### config.mk
export PLATFORM = sky130hd
export DESIGN_NAME = divider_ctrl
export DESIGN_NICKNAME = d
export VERILOG_FILES = /design/src/rtl/divider_ctrl.sv
export SDC_FILE = /design/constraint.sdc
export NUM_CORES = 1
export LEC_CHECK = 0
export CORE_AREA = 4 4 41 43
export CTS_CLUSTER_SIZE = 12
export DETAILED_ROUTE_END_ITERATION = 12
export DIE_AREA = 0 0 45 47
export PLACE_DENSITY = 0.82
export SLEW_MARGIN = 0
export SYNTH_ARGS = -nofsm -noshare
export SYNTH_HDL_FRONTEND = slang
export SYNTH_SLANG_ARGS = --single-unit
### constraint.sdc
create_clock -name clk -period 3.3 [get_ports clk]
set_clock_uncertainty 0.2 [all_clocks]
set_input_delay 0.495 -clock clk [delete_from_list [all_inputs] [get_ports clk]]
set_output_delay 0.495 -clock clk [all_outputs]
set_load 0.02 [all_outputs]
### src/rtl/divider_ctrl.sv
// Sequencing FSM for the shift-subtract divider datapath.
// Drives load / shift / final-adjust strobes and the result handshake.
module divider_ctrl #(
    parameter int WIDTH = 32
) (
    input  logic                     clk,
    input  logic                     reset,
    input  logic                     start,
    input  logic                     divisor_zero,
    input  logic                     ack,
    output logic                     w_ctrl,
    output logic                     sll_ctrl,
    output logic                     srl_ctrl,
    output logic                     ready,
    output logic                     busy,
    output logic                     div_by_zero,
    output logic [$clog2(WIDTH)-1:0] iter_count
);

    localparam int CNT_W = $clog2(WIDTH);

    localparam logic [2:0] S_IDLE   = 3'd0;
    localparam logic [2:0] S_LOAD   = 3'd1;
    localparam logic [2:0] S_SHIFT  = 3'd2;
    localparam logic [2:0] S_ADJUST = 3'd3;
    localparam logic [2:0] S_DONE   = 3'd4;

    localparam logic [CNT_W-1:0] LAST_ITER = CNT_W'(WIDTH - 1);

    logic [2:0]       state_q, state_d;
    logic [CNT_W-1:0] cnt_q, cnt_d;
    logic             dbz_q, dbz_d;

    // Next-state, iteration counter and error flag computation
    always_comb begin
        state_d = state_q;
        cnt_d   = cnt_q;
        dbz_d   = dbz_q;
        case (state_q)
            S_IDLE: begin
                if (start) begin
                    if (divisor_zero) begin
                        state_d = S_DONE;
                        dbz_d   = 1'b1;
                    end else begin
                        state_d = S_LOAD;
                    end
                end
            end
            S_LOAD: begin
                cnt_d   = '0;
                dbz_d   = 1'b0;
                state_d = S_SHIFT;
            end
            S_SHIFT: begin
                if (cnt_q == LAST_ITER) begin
                    cnt_d   = '0;
                    state_d = S_ADJUST;
                end else begin
                    cnt_d = cnt_q + 1'b1;
                end
            end
            S_ADJUST: begin
                state_d = S_DONE;
            end
            S_DONE: begin
                // Result is held until the consumer acknowledges it;
                // a new request may ride on the same acknowledge cycle.
                if (ack) begin
                    if (!start) begin
                        state_d = S_IDLE;
                    end else if (divisor_zero) begin
                        state_d = S_DONE;
                        dbz_d   = 1'b1;
                    end else begin
                        state_d = S_LOAD;
                    end
                end
            end
            default: begin
                state_d = S_IDLE;
                cnt_d   = '0;
                dbz_d   = 1'b0;
            end
        endcase
    end

    // State registers with asynchronous reset shared with the datapath
    always_ff @(posedge clk or posedge reset) begin
        if (reset) begin
            state_q <= S_IDLE;
            cnt_q   <= '0;
            dbz_q   <= 1'b0;
        end else begin
            state_q <= state_d;
            cnt_q   <= cnt_d;
            dbz_q   <= dbz_d;
        end
    end

    // Moore output decode from the registered state
    always_comb begin
        w_ctrl      = (state_q == S_LOAD);
        sll_ctrl    = (state_q == S_SHIFT);
        srl_ctrl    = (state_q == S_ADJUST);
        ready       = (state_q == S_DONE);
        busy        = (state_q == S_LOAD) ||
                      (state_q == S_SHIFT) ||
                      (state_q == S_ADJUST);
        div_by_zero = dbz_q;
        iter_count  = cnt_q;
    end

endmodule
# == Word level (Yosys, flattened, before mapping) ==
# Cells that the tools add are included.
# Widths: inputs -> output; s select.
# word_totals
reg_bits,9
in_bits,5
out_inout_bits,11
elab_cells,32
# classes
n_addsub,1
eq_ne,8
n_mux,12
bitwise,1
reduce_logical,7
# op_table
operator,count
$mux 3,5
$pmux 3 s5,1
$pmux 5 s2,1
$eq 3x2->1 const B,2
$add 5x1->5 const B,1
$eq 5x5->1 const B,1
$mux 5,1
$ne 2x2->1 const B,2
$eq 3x1->1 const B,1
$eq 3x3->1 const B,1
$logic_not 3->1,1
$mux 1,3
$pmux 1 s3,1
$reduce_and 3->1,1
$reduce_or 3->1,1
$logic_or 1x1->1,2
$ne 2x1->1 const B,1
$reduce_and 2->1,1
$reduce_or 2->1,1
$not 1->1,1

# == Depth between registers and ports, before layout ==
# depth
depth_word,4
depth_mapped,6
ltp_nobuf,6

# == Worst setup path after synthesis ==
# No wires, ideal clock.
# synth_path
path_kind,flip-flop to flip-flop
startpoint,"register cnt_q[0], in the netlist iter_count[0]"
endpoint,"register cnt_q[3], in the netlist iter_count[3]"
t_arrival_ns,1.677
required_ns,3.026
setup_slack_ns,1.349
path_stages_with_launch,6
synth_period_minus_slack_ns,1.951
cell_sequence,dfrtp_1 ha_1 and3_2 ha_1 o41a_1 o21ai_2
# synth_via
elab_chain_len,3
elab_cells_between_ends,4
cone_classes,add/sub: 1; eq/ne: 1; mux: 2
# synth_lines
item,line,rtl
"start, declared",31,"logic [CNT_W-1:0] cnt_q, cnt_d;"
"start signal, assigned",96,cnt_q <= cnt_d;
$add 5x1->5 / $eq 5x5->1 (equally long branches),"60, 56",
$mux 5 *,56,if (cnt_q == LAST_ITER) begin
$pmux 5 s2 *,39,case (state_q)
# Every way passes the cells marked *; elsewhere a longest branch is shown, timed or not.
# A chain may end at the register's enable or synchronous reset.

# == Worst setup path after layout ==
# layout_path
startpoint,register state_q[0]
endpoint,output port ready
# layout_via
elab_chain_len,1
# layout_lines
item,line,rtl
"start, declared",30,"logic [2:0] state_q, state_d;"
"start signal, assigned",95,state_q <= state_d;
$eq 3x3->1,106,ready = (state_q == S_DONE);
"end, declared",14,"output logic ready,"
# No other way between the ends.

==> metrics.log <==
INFO  metric outcome = complete, no violations
INFO  metric seq_area_frac_synth = 39.3%
INFO  metric die_area = 2120 µm²
INFO  metric grt_max_degree = 17
INFO  metric worstPathMaxFanout = 16
INFO  metric ctsLongestPathBuffers = 2
INFO  metric yosys.area.top_type = dfrtp_1
INFO  metric final_design_area_no_fill = 746 µm²
INFO  metric crit_path_start_kind = register
INFO  metric synth_warnings = 0
INFO  metric place_congestion = 0.790
INFO  metric die_x = 45 µm
INFO  metric pre_cts_slack = 0.925 ns
INFO  metric ant_nets = 0
INFO  metric min_period = 2.69 ns
INFO  metric post_synth_design_cell_area = 573 µm²
INFO  metric layout.filler_cells = 130
INFO  metric critical_path.reg2reg.endpoint = iter_count[3]$_DFFE_PP0N_
INFO  metric clk_pin_slew_worst_paths = 0.07 ns
INFO  metric synth_top_area_share = 39.3%
INFO  metric min_period_over_period = 81.6%
INFO  metric detail_route.first_pass.iterations = 4
INFO  metric antenna-diode-count = 0
INFO  metric area.growth.synth_to_final = 30.1%
INFO  metric io_buffer_count = 15
INFO  metric most-common-layout-cells = clkdlybuf4s50_1 (15), dfrtp_1 (9), nor2_1 (5), nand2_1 (5), o21ai_0 (5)
INFO  metric smallest_setup_slack_after_layout = 0.606 ns
INFO  metric fp_rows = 13
INFO  metric place_hpwl = 929 µm
INFO  metric detailroute.via_count = 505
INFO  metric clock_tree.htree_level_count = 1
INFO  metric initial_utilization = 44.0%
INFO  metric tritoncts = done
INFO  metric cp_data_arrival_time = 2.00 ns
INFO  metric synth_top_flop_cell = dfrtp_1
INFO  metric p_total = 615 µW
INFO  metric ys_types = 33
INFO  metric setup-violations-final = 0
INFO  metric synth.area.top_cells = dfrtp_1 (39%), ha_1 (4.4%), o21ai_0 (4.4%), mux2i_1 (3.5%), nand2_1 (3.3%)
INFO  metric placedInstanceArea = 718 µm²
INFO  metric antenna_found_initial = 0
INFO  metric placedCellCount = 88
INFO  metric instances_no_fill = 92
INFO  metric synthArstFlopShare = 100%
INFO  metric layout.nets = 85
INFO  metric numCtsBuffers = 3
INFO  metric finalMaxSlewViolations = 0
INFO  metric drt-wirelength-per-cell = 13.5 µm
INFO  metric drc_violation_count_after_routing = 0
INFO  metric cts_hold_repair.buffers = 0
INFO  metric timing.final.hold_violations = 0
INFO  metric synth_cells = 61
INFO  metric synth_fp_nets = 68
INFO  metric cts-resized-gates = 0
INFO  metric total_area_of_multi_input_combinational_cells = 317 µm²
INFO  metric worst_pin_slew = 0.575 ns
INFO  metric most_common_library_cell_in_the_layout_ignoring_fill_and_taps = clkdlybuf4s50_1
INFO  metric wirelength = 1.25 mm
INFO  metric rsz0062_at_grt = false
INFO  metric post_route_cells_drive_above_1_share = 13.0%
INFO  metric p_leak = 0.322 nW
INFO  metric reg2reg_setup_slack = 1.31 ns
INFO  metric reg2reg_from = iter_count[0]$_DFFE_PP0N_
INFO  metric y_dimension_of_the_die = 47 µm
INFO  metric worstHoldPathType = in -> async
INFO  metric coreArea = 1300 µm²
INFO  metric drt-initial-drc-count = 9
INFO  metric maxCapViolations = 0
INFO  metric routed_via_count_divided_by_cell_count = 5.49
INFO  metric number_of_global_route_vias_before_repair = 464
INFO  metric ws_path_type = reg -> out
INFO  metric grt_first_pass_wirelength = 2.10 mm
INFO  metric numClockSinks = 9
INFO  metric cts_root_buffer = clkbuf_4
INFO  metric register_to_register_path_depth = 5
INFO  metric slew_headroom = 61.7%
INFO  metric fmax = 0.371 GHz
INFO  metric postSynthAreaPerCell = 9.39 µm²
INFO  metric clock_insertion_delay_at_the_later_pin_of_the_skew_report = 0.27 ns
INFO  metric worst_setup_ep_type = primary output
INFO  metric worst-endpoint-required = 2.60 ns
INFO  metric power_per_cell_area = 825 nW/µm²
INFO  metric synth_enable_flop_cells = 0
INFO  metric ys_ff_latch = 9
INFO  metric setup_tns = 0 ns
INFO  metric cts_post_setup_buffers_inserted = 0
INFO  metric track_usage = 13.7%
INFO  metric io_pins = 16
INFO  metric power.ir.vdd_worst = 0.381 mV
INFO  metric sequential_cell_area = 225 µm²
INFO  metric global_route_total_overflow = 0
[critical path: stages, from the launching register on]
cell and delay [ns]:
dfrtp_1 0.59, nor2_2 0.36, and2_1 0.17, clkdlybuf4s50_1 0.60
[worst max path at each step]
stage,cells past startpoint,to,from
finish,3,ready,state_q[0]$_DFFE_PP0P_
global route,3,ready,state_q[0]$_DFFE_PP0P_
CTS,3,ready,state_q[0]$_DFFE_PP0P_
detailed placement,3,ready,state_q[0]$_DFFE_PP0P_
global placement,3,ready,state_q[0]$_DFFE_PP0P_
floorplan,5,iter_count[3]$_DFFE_PP0N_,iter_count[0]$_DFFE_PP0N_
[through the flow]
stage | util, % | hold slack [ns]
finish | 57.3 | 0.285
global route | 57.3 | 0.319
CTS | 57.3 | 0.304
detailed placement | 55.2 | 0.301
global placement | 55.2 | 0.299
floorplan | - | 0.123
[power breakdown]
group	leakage [nW]	switching, mW	internal, mW
registers	0.119	0.0801	0.144
clock network	0.0177	0.0443	0.0449
logic	0.185	0.151	0.151
[metal layers]
metal	share of wire (%)	global-route usage, %	vias to the layer above
met5	0	0	-
met4	2.1	7.02	0
met3	5.9	3.07	3
met2	49	21.5	10
met1	43	17.8	240
li1	-	-	252
[cells by family after synthesis]
kind of cell               count (synthesis)  synth area share [%]
and+or+nand+nor                           24                  23.1
buffers and inverters                      5                  5.46
AOI/OAI and AO/OA                         18                  22.7
xor gates and xnor gates                   1                  1.53
adders and majority gates                  2                  4.37
muxes                                      2                  3.49
DFF                                        9                  39.3
[synthesized netlist by cell type (all sizes together) (3+ instances only)]
library cell  count
buf               3
dfrtp             9
nand2             5
nor2              6
o21ai             6
[flip-flops by register name, summed over array words and instances, names as in the netlist]
name         count
iter_count       5
div_by_zero      1
state_q          3
[final cells by class]
| type | count | area share, % |
|---|---|---|
| Tap cell | 15 | 2.52 |
| Multi-Input combinational cell | 47 | 42.4 |
| Timing Repair Buffer | 15 | 20.1 |
| Sequential cell | 9 | 30.2 |
| Clock inverter | 1 | 0.671 |
| Clock buffer | 3 | 3.02 |
| Inverter | 2 | 1.01 |
(Power assumes the default switching activity.)
